===== config.mk =====
export PLATFORM = sky130hd
export DESIGN_NAME = fire_dispatch_par_flat
export DESIGN_NICKNAME = d
export VERILOG_FILES = /design/src/rtl/fire_dispatch_par_if.sv /design/src/rtl/fire_dispatch_par.sv /design/src/flat_wrapper.sv
export SDC_FILE = /design/constraint.sdc
export NUM_CORES = 1
export LEC_CHECK = 0
export CAP_MARGIN = 20
export CORE_UTILIZATION = 50
export CTS_CLUSTER_SIZE = 10
export DETAILED_ROUTE_END_ITERATION = 10
export PLACE_DENSITY = 0.83
export SYNTH_ARGS = -nofsm -noshare
export SYNTH_HDL_FRONTEND = slang
export SYNTH_SLANG_ARGS = --single-unit

===== constraint.sdc =====
create_clock -name clk -period 3.2 [get_ports clk]
set_input_delay 0.48 -clock clk [delete_from_list [all_inputs] [get_ports clk]]
set_output_delay 0.48 -clock clk [all_outputs]
set_load 0.02 [all_outputs]

===== src/rtl/fire_dispatch_par_if.sv =====
// Range-input and per-channel synapse address handshakes of the parallel fire dispatcher.
interface fire_dispatch_par_if #(
  parameter int NUM_CH = 4,
  parameter int ADDR_W = 10
);
  localparam int IDX_W = ADDR_W + $clog2(NUM_CH);

  logic [IDX_W-1:0]         syn_start;
  logic [IDX_W-1:0]         syn_end;
  logic                     syn_in_vld;
  logic                     syn_in_rdy;
  logic [NUM_CH-1:0]        syn_vld;
  logic [NUM_CH*ADDR_W-1:0] syn_addr;
  logic [NUM_CH-1:0]        syn_rdy;

  modport master (
    output syn_start, syn_end, syn_in_vld, syn_rdy,
    input  syn_in_rdy, syn_vld, syn_addr
  );

  modport slave (
    input  syn_start, syn_end, syn_in_vld, syn_rdy,
    output syn_in_rdy, syn_vld, syn_addr
  );
endinterface


===== src/rtl/fire_dispatch_par.sv =====
// Parallel fire dispatcher: buffers synapse index ranges and walks every channel a range
// touches concurrently, one local address per channel per cycle.
module fire_dispatch_par #(
  parameter int NUM_CH     = 4,
  parameter int ADDR_W     = 10,
  parameter int FIFO_DEPTH = 4
) (
  input  logic               clk,
  input  logic               reset,
  input  logic               enable,
  output logic               step_done,
  output logic               range_err,
  fire_dispatch_par_if.slave bus
);
  localparam int CH_W  = $clog2(NUM_CH);
  localparam int IDX_W = ADDR_W + CH_W;
  localparam int PTR_W = $clog2(FIFO_DEPTH);

  typedef enum logic [1:0] {IDLE, LOAD, RUN} state_t;

  state_t                        state_q, state_d;
  logic [IDX_W-1:0]              fifo_start_q [FIFO_DEPTH];
  logic [IDX_W-1:0]              fifo_start_d [FIFO_DEPTH];
  logic [IDX_W-1:0]              fifo_end_q   [FIFO_DEPTH];
  logic [IDX_W-1:0]              fifo_end_d   [FIFO_DEPTH];
  logic [PTR_W:0]                wr_ptr_q, wr_ptr_d;
  logic [PTR_W:0]                rd_ptr_q, rd_ptr_d;
  logic [IDX_W-1:0]              rng_start_q, rng_start_d;
  logic [IDX_W-1:0]              rng_end_q, rng_end_d;
  logic [NUM_CH-1:0][ADDR_W-1:0] cur_q, cur_d;
  logic [NUM_CH-1:0][ADDR_W-1:0] hi_q, hi_d;
  logic [NUM_CH-1:0]             active_q, active_d;
  logic                          range_err_q, range_err_d;
  logic                          step_done_q, step_done_d;

  logic             fifo_empty, fifo_full;
  logic             in_rdy, accept, bad_range, push, pop;
  logic [IDX_W-1:0] ch_base, ch_top, ch_lo, ch_hi;

  // Pointers carry one extra wrap bit so full and empty are distinguishable.
  assign fifo_empty = (wr_ptr_q == rd_ptr_q);
  assign fifo_full  = (wr_ptr_q[PTR_W] != rd_ptr_q[PTR_W]) &&
                      (wr_ptr_q[PTR_W-1:0] == rd_ptr_q[PTR_W-1:0]);

  assign in_rdy    = enable && !fifo_full;
  assign accept    = in_rdy && bus.syn_in_vld;
  assign bad_range = (bus.syn_start > bus.syn_end);
  assign push      = accept && !bad_range;

  assign bus.syn_in_rdy = in_rdy;
  assign bus.syn_vld    = active_q & {NUM_CH{enable}};
  assign bus.syn_addr   = cur_q;
  assign step_done      = step_done_q;
  assign range_err      = range_err_q;

  always_comb begin
    state_d      = state_q;
    fifo_start_d = fifo_start_q;
    fifo_end_d   = fifo_end_q;
    wr_ptr_d     = wr_ptr_q;
    rd_ptr_d     = rd_ptr_q;
    rng_start_d  = rng_start_q;
    rng_end_d    = rng_end_q;
    cur_d        = cur_q;
    hi_d         = hi_q;
    active_d     = active_q;
    pop          = 1'b0;
    ch_base      = '0;
    ch_top       = '0;
    ch_lo        = '0;
    ch_hi        = '0;
    range_err_d  = accept && bad_range;
    step_done_d  = (state_q == IDLE) && fifo_empty && !push;

    if (enable) begin
      if (push) begin
        fifo_start_d[wr_ptr_q[PTR_W-1:0]] = bus.syn_start;
        fifo_end_d[wr_ptr_q[PTR_W-1:0]]   = bus.syn_end;
        wr_ptr_d = wr_ptr_q + (PTR_W+1)'(1);
      end

      case (state_q)
        IDLE: begin
          if (!fifo_empty) pop = 1'b1;
        end
        LOAD: begin
          // Clip the range to each channel's window; untouched channels keep their old address.
          for (int c = 0; c < NUM_CH; c++) begin
            ch_base = IDX_W'(c) << ADDR_W;
            ch_top  = ch_base | IDX_W'((1 << ADDR_W) - 1);
            ch_lo   = (rng_start_q > ch_base) ? rng_start_q : ch_base;
            ch_hi   = (rng_end_q < ch_top) ? rng_end_q : ch_top;
            active_d[c] = (ch_lo <= ch_hi);
            if (ch_lo <= ch_hi) begin
              cur_d[c] = ch_lo[ADDR_W-1:0];
              hi_d[c]  = ch_hi[ADDR_W-1:0];
            end
          end
          state_d = RUN;
        end
        RUN: begin
          // Equality stop keeps the top-of-space index from ever needing a cursor wrap.
          for (int c = 0; c < NUM_CH; c++) begin
            if (active_q[c] && bus.syn_rdy[c]) begin
              if (cur_q[c] == hi_q[c]) active_d[c] = 1'b0;
              else                     cur_d[c]    = cur_q[c] + ADDR_W'(1);
            end
          end
          if (active_d == '0) begin
            if (!fifo_empty) pop = 1'b1;
            else             state_d = IDLE;
          end
        end
        default: state_d = IDLE;
      endcase

      if (pop) begin
        rng_start_d = fifo_start_q[rd_ptr_q[PTR_W-1:0]];
        rng_end_d   = fifo_end_q[rd_ptr_q[PTR_W-1:0]];
        rd_ptr_d    = rd_ptr_q + (PTR_W+1)'(1);
        state_d     = LOAD;
      end
    end
  end

  always_ff @(posedge clk) begin
    if (reset) begin
      state_q     <= IDLE;
      wr_ptr_q    <= '0;
      rd_ptr_q    <= '0;
      rng_start_q <= '0;
      rng_end_q   <= '0;
      cur_q       <= '0;
      hi_q        <= '0;
      active_q    <= '0;
      range_err_q <= 1'b0;
      step_done_q <= 1'b1;
      for (int i = 0; i < FIFO_DEPTH; i++) begin
        fifo_start_q[i] <= '0;
        fifo_end_q[i]   <= '0;
      end
    end else begin
      state_q      <= state_d;
      wr_ptr_q     <= wr_ptr_d;
      rd_ptr_q     <= rd_ptr_d;
      rng_start_q  <= rng_start_d;
      rng_end_q    <= rng_end_d;
      cur_q        <= cur_d;
      hi_q         <= hi_d;
      active_q     <= active_d;
      range_err_q  <= range_err_d;
      step_done_q  <= step_done_d;
      fifo_start_q <= fifo_start_d;
      fifo_end_q   <= fifo_end_d;
    end
  end
endmodule

===== src/flat_wrapper.sv =====
// flat-port wrapper written by rule: the top's interface ports become plain ports
module fire_dispatch_par_flat 
#(
  parameter int NUM_CH     = 4,
  parameter int ADDR_W     = 10,
  parameter int FIFO_DEPTH = 4
)
  (clk, reset, enable, step_done, range_err, bus_syn_start, bus_syn_end, bus_syn_in_vld, bus_syn_rdy, bus_syn_in_rdy, bus_syn_vld, bus_syn_addr);
  fire_dispatch_par_if #(.NUM_CH(NUM_CH), .ADDR_W(ADDR_W)) bus_i ();
  input  logic clk;
  input  logic reset;
  input  logic enable;
  output logic step_done;
  output logic range_err;
  input wire logic [$bits(bus_i.syn_start)-1:0] bus_syn_start;
  input wire logic [$bits(bus_i.syn_end)-1:0] bus_syn_end;
  input wire logic [$bits(bus_i.syn_in_vld)-1:0] bus_syn_in_vld;
  input wire logic [$bits(bus_i.syn_rdy)-1:0] bus_syn_rdy;
  output wire logic [$bits(bus_i.syn_in_rdy)-1:0] bus_syn_in_rdy;
  output wire logic [$bits(bus_i.syn_vld)-1:0] bus_syn_vld;
  output wire logic [$bits(bus_i.syn_addr)-1:0] bus_syn_addr;
  assign bus_i.syn_start = bus_syn_start;
  assign bus_i.syn_end = bus_syn_end;
  assign bus_i.syn_in_vld = bus_syn_in_vld;
  assign bus_i.syn_rdy = bus_syn_rdy;
  assign bus_syn_in_rdy = bus_i.syn_in_rdy;
  assign bus_syn_vld = bus_i.syn_vld;
  assign bus_syn_addr = bus_i.syn_addr;
  fire_dispatch_par #(.NUM_CH(NUM_CH), .ADDR_W(ADDR_W), .FIFO_DEPTH(FIFO_DEPTH)) u_core (.clk(clk), .reset(reset), .enable(enable), .step_done(step_done), .range_err(range_err), .bus(bus_i));
endmodule

==> flow_summary.toml <==
[outcome]
status = "finished, final reports clean"

[synthesis]
ys.warnings.count = 0
synth_seq_cells = 214
post-synth-top-count-cell = "dfxtp_1"
synthArstFlopShare_pct = 0
netlist_top_cells_area = "dfxtp_1, mux2i_1, ha_1, nand2_1, mux4_2"
synth.area.mux_share_pct = 15.0
synth_edf_count = 0
synth_adder_area_share_pct = 7.49
yosys.area_share.simple_pct = 17.6
synth_cell_types = 62
synth_top_family_by_area = "simple AND/OR/NAND/NOR gates"
synth_area_um2 = 12200
ys_seq_area_share_pct = 35.1
synthTopCellsByCount = "dfxtp_1, nand2_1, mux2i_1, nor2_1, clkbuf_1"
synthDominantCellAreaShare_pct = 35.1
yosys.area.top_type = "dfxtp_1"
syn_area_per_cell_um2 = 8.80
yosys_most_used_dff = "dfxtp_1"
synth_xor_xnor_area_share_pct = 3.16
synth_compound_area_share_pct = 16.2
syn_inst = 1387

[route]
drtAntennaViolNets = 0
drt_iter0_drc = 1064
wire_per_inst_um = 19.4
dr.pass1.iters = 5
vias = 11100
route.detailed.drc = 0
viasPerCell = 6.15
wl_um = 35000

[worst_hold_path]
min_from = "u_core.fifo_end_q[15]"
holdPathEnd = "u_core.fifo_end_q[15]"
hp-class = "reg -> reg"
min_path_cells = 2

[clock_tree]
cts_hold_buf = 0
cts_tree = "yes"
cts_made_buffers = 26
root_buffer = "clkbuf_16"
clock_sinks = 214
cts_max_level = 1
clkTransAtPathRegs_ns = 0.05
worstSkewPairLatency_ns = 0.54
clockBufferDepth = 3

[worst_setup_path]
slowest_delay_ns = 0.43
crit_path_end_kind = "flip-flop"
r2r_slack_ns = 0.06
worstPathArrival_ns = 3.57
required_ns = 3.63
cp_cell_sequence = "nand4_1 > nor4_2 > nor2_1 > nor2_1 > buf_4 > buf_4 > nor2_1 > ha_1 > a21oi_1 > o21ai_2 > a221o_2 > buf_4 > a211o_1 > o211a_1"
cp_max_fo = 8
r2r_end = "u_core.hi_q[20]"
crit_family = "compound AO/OA/AOI/OAI gates"
path_class = "reg -> reg"
start_kind = "flip-flop"
worstPathBufferInverterCount = 3
r2r_cells = 14
r2r_start = "u_core.rng_end_q[7]"
cp_slowest_cell = "a221o_2"

[timing]
fin_worst_skew_ns = 0.0121
worst_pin_slew_ns = 1.11
fmax_ghz = 0.318
min_period_ns = 3.14
layout_setup_ws_ns = 0.0591
finalSetupViolCount = 0
finalCritPeriodShare_pct = 98.2
finalMaxSlewViolations = 0
rsz0062_at_grt = "yes"
final-hold-violation-count = 0
relSlewSlack_pct = 25.7

[finish]
multi_input_area_um2 = 7630
fill_cells = 1933
fin_cells = 1804
fin_nets = 1583
seqCellArea_um2 = 4290
fin_util_pct = 62.3
area_growth_pct = 20.9
n_antenna_cell = 0
drive_above_1_share_pct = 14.5

[pwr]
p_per_area_nw_per_um2 = 423
vdd_drop_max_mv = 0.381
p_total_mw = 6.24
total_leakage_power_nw = 6.12

[floorplan]
ios = 79
dieArea_um2 = 25000
row_count = 56
die_h_um = 158
core_um2 = 23700
initial_utilization_pct = 51.5
die_w_um = 158

[global_route]
grt_overflow = 0
grt.total_usage_pct = 27.5
first_global_vias = 10700
antenna_found_initial = 0
grt_pass1_wl_um = 54900
grt_max_degree = 91

[placed_design]
post-place-ws_ns = -0.0386
io_buffers = 78
dpl.hpwl_um = 23800
place.gp.congestion = 0.970
dp.cells = 1754

[run]
maxCapViolations = 0
-- sequential cells by signal, indices dropped and copies added (netlist names) --
| register | cells |
|---|---|
| u_core.wr_ptr_q | 3 |
| u_core.fifo_end_q | 48 |
| u_core.rng_end_q | 12 |
| u_core.range_err | 1 |
| u_core.rd_ptr_q | 3 |
| u_core.state_q | 2 |
| u_core.bus.syn_addr | 40 |
| u_core.fifo_start_q | 48 |
| u_core.step_done | 1 |
| u_core.hi_q | 40 |
| u_core.rng_start_q | 12 |
| u_core.active_q | 4 |
-- kinds of logic (layout without fill, tap and decap cells) --
family	Yosys count	count (layout)
compound gates	279	279
xor+xnor	44	44
fa+ha+maj	73	73
buf+inv	158	251
flops	214	214
mux	153	153
other cells	1	6
simple gates	465	465
-- where the power goes --
group          internal [mW]  switching, mW
clock network           1.47           1.11
registers               2.72         0.0426
logic                  0.364          0.527
-- worst max path at each step --
stage,start,to,slack [ns],cells after the start
after global routing,u_core.rng_end_q[7],u_core.bus.syn_addr[24],-0.11,14
after CTS,u_core.rng_start_q[0],u_core.bus.syn_addr[17],0.04,15
after floorplan,u_core.rng_start_q[0],u_core.bus.syn_addr[12],0.08,13
after detailed placement,u_core.rng_end_q[7],u_core.bus.syn_addr[4],-0.04,14
after global placement,u_core.rng_end_q[7],u_core.bus.syn_addr[1],0.11,13
final,u_core.rng_end_q[7],u_core.hi_q[20],0.06,14
-- through the flow --
| stage | TNS (ns) | hold WS (ns) | area (um2) |
|---|---|---|---|
| after floorplan | 0 | 0.432 | 12200 |
| after global placement | 0 | 0.440 | 13600 |
| after detailed placement | -0.0718 | 0.450 | 13600 |
| after CTS | 0 | 0.458 | 14300 |
| after global routing | -1.27 | 0.465 | 14800 |
| final | 0 | 0.454 | 14800 |
-- layout by cell type, fill, tap and decap left out, types with 12 or more instances in the layout --
| master | count |
|---|---|
| a211oi_1 | 12 |
| a21o_1 | 22 |
| a21oi_1 | 60 |
| and2_1 | 17 |
| and3_1 | 30 |
| buf_4 | 70 |
| clkbuf_16 | 26 |
| clkdlybuf4s50_1 | 77 |
| dfxtp_1 | 209 |
| ha_1 | 71 |
| inv_1 | 52 |
| mux2i_1 | 127 |
| mux4_2 | 24 |
| nand2_1 | 196 |
| nand3_1 | 31 |
| nand4_1 | 22 |
| nor2_1 | 93 |
| nor2b_1 | 16 |
| nor3_1 | 13 |
| o211ai_1 | 14 |
| o21a_1 | 12 |
| o21ai_0 | 20 |
| o31ai_1 | 19 |
| o32ai_1 | 12 |
| xnor2_1 | 41 |
-- cell type report --
| cell class | count | area share, % |
|---|---|---|
| multi-input cells | 1020 | 51.7 |
| clock inverters | 3 | 0.297 |
| well taps | 319 | 2.71 |
| repair buffers | 162 | 10.3 |
| clock buffers | 32 | 4.56 |
| inverters | 54 | 1.39 |
| flip-flops and latches | 214 | 29.1 |
-- worst register-to-register path, cell delays in order, from the launching register on --
cell	delay, ns
dfxtp_2	0.33
nand4_1	0.13
nor4_2	0.35
nor2_1	0.09
nor2_1	0.13
buf_4	0.18
buf_4	0.13
nor2_1	0.05
ha_1	0.34
a21oi_1	0.22
o21ai_2	0.11
a221o_2	0.43
buf_4	0.17
a211o_1	0.25
o211a_1	0.12
-- routing by layer --
layer | vias up | global-route usage, % | wire (um) | share of wire [%]
met5 | - | 0 | 0 | 0
met4 | 0 | 12.7 | 1540 | 4.4
met3 | 112 | 4.24 | 2580 | 7.4
met2 | 485 | 46.4 | 16400 | 47
met1 | 5311 | 34.4 | 14500 | 41
li1 | 5183 | - | - | -
-- repair_timing --
action	CTS	global route
setup endpoints to repair	20	65
setup buffers	0	13
pin swaps	0	24
cloned	0	2
gates resized for setup	1	86
(Power assumes the default switching activity.)
